### config.mk
export PLATFORM = sky130hd
export DESIGN_NAME = matrix_out_buffer
export DESIGN_NICKNAME = d
export VERILOG_FILES = /design/src/rtl/matrix_out_buffer.sv
export SDC_FILE = /design/constraint.sdc
export NUM_CORES = 1
export LEC_CHECK = 0
export ABC_AREA = 1
export BUFFER_PORTS_ARGS = -buffer_cell sky130_fd_sc_hd__buf_2
export CAP_MARGIN = 20
export CORE_MARGIN = 5
export CORE_UTILIZATION = 45
export CTS_BUF_LIST = sky130_fd_sc_hd__clkbuf_4 sky130_fd_sc_hd__clkbuf_8
export CTS_CLUSTER_DIAMETER = 100
export CTS_CLUSTER_SIZE = 28
export DETAILED_ROUTE_END_ITERATION = 8
export MAX_ROUTING_LAYER = met4
export PLACE_DENSITY = 0.69
export SYNTH_ARGS = -nofsm -noshare
export SYNTH_HDL_FRONTEND = slang
export SYNTH_SLANG_ARGS = --single-unit
export TNS_END_PERCENT = 5
### constraint.sdc
create_clock -name clk -period 5 [get_ports clk]
set_input_delay 0.25 -clock clk [delete_from_list [all_inputs] [get_ports clk]]
set_output_delay 0.25 -clock clk [all_outputs]
set_load 0.02 [all_outputs]
### src/rtl/matrix_out_buffer.sv
// DIM x DIM result buffer: registered random-access read port plus a row-major valid/ready stream.
// Read latency 1; stream holds s_data/s_last under backpressure; loads are refused while streaming.
module matrix_out_buffer #(
  parameter int DIM = 5,
  parameter int W   = 8,
  parameter int AW  = 3
) (
  input  logic                 clk,
  input  logic                 rst,
  input  logic                 load,
  input  logic [DIM*DIM*W-1:0] dataIn,
  input  logic [AW:0]          size,
  output logic                 load_drop,
  input  logic                 rd_en,
  input  logic [AW-1:0]        row,
  input  logic [AW-1:0]        col,
  output logic [W-1:0]         rd_data,
  output logic                 rd_valid,
  output logic                 rd_err,
  input  logic                 start,
  output logic [W-1:0]         s_data,
  output logic                 s_valid,
  input  logic                 s_ready,
  output logic                 s_last,
  output logic                 busy
);
  localparam int N  = DIM * DIM;
  localparam int IW = (N > 1) ? $clog2(N) : 1;
  localparam logic [AW:0] DIM_SZ = (AW+1)'(DIM);
  localparam logic [AW:0] ONE_SZ = (AW+1)'(1);

  typedef enum logic {S_IDLE, S_STREAM} state_t;

  logic [W-1:0]  r_mem [N];
  logic [AW:0]   r_sz;
  state_t        r_state;
  logic [AW-1:0] r_row;
  logic [AW-1:0] r_col;

  logic          w_rd_ok;
  logic          w_load_ok;
  logic          w_start_ok;
  logic          w_col_end;
  logic          w_next_last;
  logic [AW-1:0] w_nrow;
  logic [AW-1:0] w_ncol;
  logic [IW-1:0] w_rd_idx;
  logic [IW-1:0] w_nidx;
  logic [AW:0]   w_sz_new;
  logic [AW:0]   w_sz_m1;

  assign w_sz_m1    = r_sz - ONE_SZ;
  assign w_rd_ok    = ({1'b0, row} < r_sz) && ({1'b0, col} < r_sz);
  assign w_rd_idx   = IW'(row) * IW'(DIM) + IW'(col);
  assign w_load_ok  = load && (r_state == S_IDLE);
  assign w_start_ok = start && !load && (r_state == S_IDLE);
  assign w_sz_new   = ((size == '0) || (size > DIM_SZ)) ? DIM_SZ : size;

  // Row-major cursor advance; only meaningful while streaming.
  assign w_col_end   = ({1'b0, r_col} == w_sz_m1);
  assign w_ncol      = w_col_end ? '0 : r_col + 1'b1;
  assign w_nrow      = w_col_end ? r_row + 1'b1 : r_row;
  assign w_nidx      = IW'(w_nrow) * IW'(DIM) + IW'(w_ncol);
  assign w_next_last = ({1'b0, w_nrow} == w_sz_m1) && ({1'b0, w_ncol} == w_sz_m1);

  assign busy = (r_state == S_STREAM);

  always_ff @(posedge clk) begin
    if (rst) begin
      for (int i = 0; i < N; i++) r_mem[i] <= '0;
      r_sz      <= DIM_SZ;
      r_state   <= S_IDLE;
      r_row     <= '0;
      r_col     <= '0;
      rd_data   <= '0;
      rd_valid  <= 1'b0;
      rd_err    <= 1'b0;
      s_data    <= '0;
      s_valid   <= 1'b0;
      s_last    <= 1'b0;
      load_drop <= 1'b0;
    end else begin
      load_drop <= load && (r_state == S_STREAM);
      rd_valid  <= rd_en;
      rd_err    <= rd_en && !w_rd_ok;
      if (rd_en) rd_data <= w_rd_ok ? r_mem[w_rd_idx] : '0;

      if (w_load_ok) begin
        for (int i = 0; i < N; i++) r_mem[i] <= dataIn[W*i +: W];
        r_sz <= w_sz_new;
      end

      case (r_state)
        S_IDLE: begin
          if (w_start_ok) begin
            r_state <= S_STREAM;
            r_row   <= '0;
            r_col   <= '0;
            s_valid <= 1'b1;
            s_data  <= r_mem[0];
            s_last  <= (r_sz == ONE_SZ);
          end
        end
        S_STREAM: begin
          if (s_ready) begin
            if (s_last) begin
              r_state <= S_IDLE;
              s_valid <= 1'b0;
              s_last  <= 1'b0;
              s_data  <= '0;
            end else begin
              r_row  <= w_nrow;
              r_col  <= w_ncol;
              s_data <= r_mem[w_nidx];
              s_last <= w_next_last;
            end
          end
        end
        default: r_state <= S_IDLE;
      endcase
    end
  end
endmodule

# After elaboration in Yosys (flattened, before gate mapping)
# Memories as Yosys holds them, arrays and structs flattened.
# Index checks and enable logic that the tools add are counted.
# classes
order_cmp,3
mul,2
addsub,5
reduce_logical,14
bitwise_logic,26
n_eq_ne,8
n_mux,57
# ops
operator,n
2-to-1 mux 8 bit,29
OR 1 bit,25
2-to-1 mux 3 bit,7
one-hot mux 8 bit (2 select lines),1
2-to-1 mux 1 bit,14
== test 3 x 4 -> 1 bit,3
one-hot mux 3 bit (2 select lines),2
adder 5 x 3 -> 5 bit,2
multiplier 3 x 3 -> 5 bit (second input constant),2
less-than comparator 3 x 4 -> 1 bit,2
!= test 2 bit (second input constant),4
logical AND 1 bit,7
adder 3 x 1 -> 3 bit (second input constant),2
one-hot mux 1 bit (2 select lines),3
AND reduction 3 bit,2
== test 4 x 1 -> 1 bit (second input constant),1
greater-than comparator 4 x 3 -> 1 bit (second input constant),1
logical NOT 4 bit,1
2-to-1 mux 4 bit,1
subtractor 4 x 1 -> 4 bit (second input constant),1
logical NOT 1 bit,2
AND reduction 2 bit,1
logical OR 1 bit,1
NOT 1 bit,1
# totals
mem_count,1
register_bits,32
inputBits,216
out_inout_bits,22
ram_bits,200
elab_cells,127
# memory_table
memory,words,word_bits,rd,rd_clocked_by_memory_dff,write_ports,line,source
r_mem,25,8,3,0,25,34,logic [W-1:0] r_mem [N];

# Logic depth before layout (Yosys ltp)
# An unclocked memory read counts as a cell.
# depth
word_depth,9
mapped_depth,25
depth_no_buf,22

# Worst setup path after synthesis
# OpenSTA, ideal clock, no wires.
# synth_timing
kind,reg2reg
from,"register r_state, in the netlist busy"
to,"memory r_mem[0][0], enable pin"
required_ns,4.446
path_buffers,0
path_stages_with_launch,4
period_less_slack_ns,5.081
slack_ns,-0.081
setup_time_ns,0.554
arrival_ns,4.527
path_cell_list,dfxtp_1 nor2_1 nor2_1 inv_1
# synth_rtl
item,line,source
from (decl),36,state_t r_state;
from (signal assigned),72,r_state <= S_IDLE;
from (signal assigned),96,r_state <= S_STREAM;
from (signal assigned),107,r_state <= S_IDLE;
to (decl),34,

# Worst setup path in the final report
# layout_timing
from,register r_sz[0]
to,register s_data[4]
# layout_via
elab_chain_cells,9
word_cells_on_any_way,10
classes_between,2 x add/sub; 1 x mul; 1 x eq/ne; 5 x mux; 1 x memory
# layout_lines
item,line,source
from (decl),35,logic [AW:0] r_sz;
from (signal assigned),90,r_sz <= w_sz_new;
subtractor 4 x 1 -> 4 bit *,52,assign w_sz_m1 = r_sz - ONE_SZ;
== test 3 x 4 -> 1 bit *,60,"assign w_col_end = ({1'b0, r_col} == w_sz_m1);"
2-to-1 mux 3 bit,62,assign w_nrow = w_col_end ? r_row + 1'b1 : r_row;
multiplier 3 x 3 -> 5 bit,63,assign w_nidx = IW'(w_nrow) * IW'(DIM) + IW'(w_ncol);
adder 5 x 3 -> 5 bit *,63,
memory (25 x 8 bit) *,n/a,
2-to-1 mux 8 bit *,106,if (s_last) begin
2-to-1 mux 8 bit *,105,if (s_ready) begin
one-hot mux 8 bit (2 select lines) *,93,case (r_state)
to (signal assigned),100,s_data <= r_mem[0];
to (signal assigned),114,s_data <= r_mem[w_nidx];
to (decl),21,"output logic [W-1:0] s_data,"
# Every way passes the cells marked *; elsewhere a longest branch is shown, timed or not. The select of a mux whose other input is x is not followed.
# A chain may end at the register's enable or synchronous reset.

==> results.yml <==
clock_tree:
  cts_setup_buffers: 0
  cts_buffers: 13
  insertion_delay_ns: 0.58
  cts.htree.levels: 1
  cts_sinks: 232
  cts_tree: "built"
  cts.clk_slew.worst_paths_ns: 0.17
  root_buffer: "clkbuf_8"
  cts_buffer_depth: 3
  cts_resized: 0
sta:
  hold_viol: 0
  period_share_pct: 86.9
  finalMaxSlewViolations: 0
  min_period_ns: 4.35
  rsz0062_at_grt: "false"
  skew_ns: 0.0565
  worst_pin_slew_ns: 1.06
  relSlewSlack_pct: 29.5
  setup_tns_ns: 0
  finalSetupViolCount: 0
  fmax_mhz: 230
power_and_ir_drop:
  switching_share_pct: 34.8
  power_switching_uw: 1620
  powerDensity_nw_per_um2: 280
  power.share.clock_pct: 19.5
  peakVddDrop_v: 0.000155
  leakagePower_uw: 0.00789
  p_int_uw: 3040
  power_frac_seq_pct: 51.2
  pwr-share-comb_pct: 29.3
worst_hold_path:
  hold_class: "in -> reg"
logic_synthesis:
  async_reset_ff_share_pct: 0
  synth_area_um2: 13600
  synth_cell_types: 40
  synth_warnings: 0
  synth_edf_count: 200
  syn_inst: 1729
  syn_nets: 1970
  ys.flop_type: "edfxtp_1"
  ys_ff_latch: 232
  synth_area_per_cell_um2: 7.86
  yosysSeqAreaShare_pct: 48.9
final_layout:
  fin_util_pct: 55.9
  drive_gt1_share_pct: 15.0
  syn2layout_area_growth_pct: 22.3
  fin_nets: 2268
  layout_common_cells: "289 x inv_1, 278 x nand3_1, 249 x nand2_1"
  num_antenna_cells: 0
  final_common_cell: "inv_1"
worst_setup_path:
  crit_type: "reg -> reg"
  critPathMaxStageDelay_ns: 0.64
  cp.required_ns: 5.50
  arrival_ns: 4.85
  slowest_stage: "xnor2_2"
  end_kind: "flop"
  critPathMaxFanout: 16
  path_cells: "inv_2 -> ha_1 -> nand2_1 -> inv_1 -> nor2_1 -> nand2_1 -> inv_2 -> nand3_4 -> nor2_1 -> xor2_1 -> inv_1 -> ha_1 -> ha_1 -> ha_1 -> nand3_1 -> nand2_1 -> xnor2_1 -> xnor2_2 -> a21oi_1 -> a21oi_1 -> nand2_1 -> a21oi_1"
  start_kind: "flop"
route:
  final_antenna_net_count: 0
  vias_per_cell: 5.43
  via_count: 13200
  first_pass_iters: 6
  wirelength_mm: 44.7
  route.detailed.drc: 0
  routedWlPerCell_um: 18.5
  drt_iter0_markers: 1334
floorplan:
  die_y_um: 184
  rows: 63
  die_w_um: 184
  ioPinCount: 238
  dieArea_um2: 33800
  core_area_um2: 29700
  initial_core_util_pct: 45.7
global_route:
  grtUsageTotal_pct: 26.8
  overflow: 0
  grt_max_degree: 106
  first_global_vias: 12800
  antenna_found_initial: 0
  grt_pass1_wl_mm: 70.2
job:
  drv_cap: 0
place:
  hpwl_mm: 31.0
  gp_congestion: 0.974
  portBuffers: 237
status:
  status: "finished clean"
state kept, by name, summed over array words and instances (netlist names), 3 cells and up:
| signal | flops |
|---|---|
| r_mem | 200 |
| s_data | 8 |
| r_sz | 4 |
| r_row | 3 |
| r_col | 3 |
| rd_data | 8 |
cell type report:
type / instances / area (µm²)
sequential: 232 / 6650
inverter: 297 / 1120
clock inverter: 7 / 68.8
clock buffer: 14 / 186
tap: 390 / 488
fill: 2621 / 13100
timing repair buffer: 399 / 2780
multi-input combinational: 1084 / 5330
synthesized netlist by cell type, types with 3 or more instances:
library cell	n	area share, %
a21oi_1	122	4.5
a221oi_1	5	0.32
a22oi_1	12	0.66
a31oi_1	4	0.18
a32o_1	12	0.88
buf_1	15	0.41
buf_2	20	0.74
buf_6	5	0.41
clkbuf_1	74	2.0
clkinv_1	3	0.083
dfxtp_1	32	4.7
edfxtp_1	200	44
ha_1	23	2.1
inv_1	290	8.0
inv_2	4	0.11
nand2_1	250	6.9
nand2_2	3	0.14
nand3_1	278	10
nand3b_1	8	0.44
nor2_1	239	6.6
nor3_1	4	0.15
o21ai_0	80	2.9
o221ai_1	6	0.39
o31ai_1	4	0.22
o32ai_1	5	0.32
xnor2_1	4	0.26
xor2_1	4	0.26
through the flow:
stage	std cells	total power, µW	hold WS [ns]	cell area [µm²]	worst slack (ns)
floorplan	1729	3180	0.395	13600	0.723
global placement	2268	3660	0.448	15000	0.796
detailed placement	2268	3670	0.454	15000	0.692
CTS	2422	4630	0.00146	16600	0.634
global route	2423	4890	0.000724	16600	0.151
finish	2423	4660	0.00401	16600	0.653
final timing paths:
path / startpoint / end / slack (ns) / depth (start not counted)
setup / recovery: r_sz[0] / s_data[4] / 0.65 / 22
hold / removal: dataIn[196] / r_mem[24][4] / 0.004 / 3
setup reg to reg: r_sz[0] / s_data[4] / 0.65 / 22
hold reg to reg: s_valid / s_valid / 0.47 / 2
per-layer routing:
metal | GRT usage, % | part of all wire (%)
met2 | 39.6 | 43
met3 | 4.23 | 9.8
met4 | 7.66 | 2.7
met5 | - | 0
met1 | 38.5 | 44
critical path: cells and delay by family, from the launching register on:
kind / cells / cell delay, ns
xor+xnor: 3 / 1.08
buf+inv: 4 / 0.34
simple gates: 8 / 0.70
fa+ha+maj: 4 / 1.25
compound gates: 3 / 0.44
flops: 1 / 0.48
power groups by stage:
stage / logic (µW) / clock network [µW] / registers [µW]
floorplan: 787 / 0 / 2400
global placement: 1240 / 0 / 2420
detailed placement: 1250 / 0 / 2420
CTS: 1330 / 922 / 2380
global route: 1500 / 994 / 2400
finish: 1360 / 907 / 2390
cells by family (layout without fill, tap and decap cells):
| family | after synthesis | count (layout) | share of synthesized area, % |
|---|---|---|---|
| xor gates and xnor gates | 9 | 9 | 0.636 |
| buffers and inverters | 413 | 717 | 11.9 |
| and+or+nand+nor | 789 | 789 | 25.0 |
| DFF | 232 | 232 | 48.9 |
| adders and majority gates | 25 | 25 | 2.41 |
| AOI/OAI and AO/OA | 261 | 261 | 11.0 |
repair_timing:
| action | in CTS | in global routing |
|---|---|---|
| endpoints found under the setup margin | 0 | 0 |
| hold buffers | 133 | 1 |
| hold endpoints to repair | 133 | 1 |
Note: power is estimated with default switching activity, not from simulation.
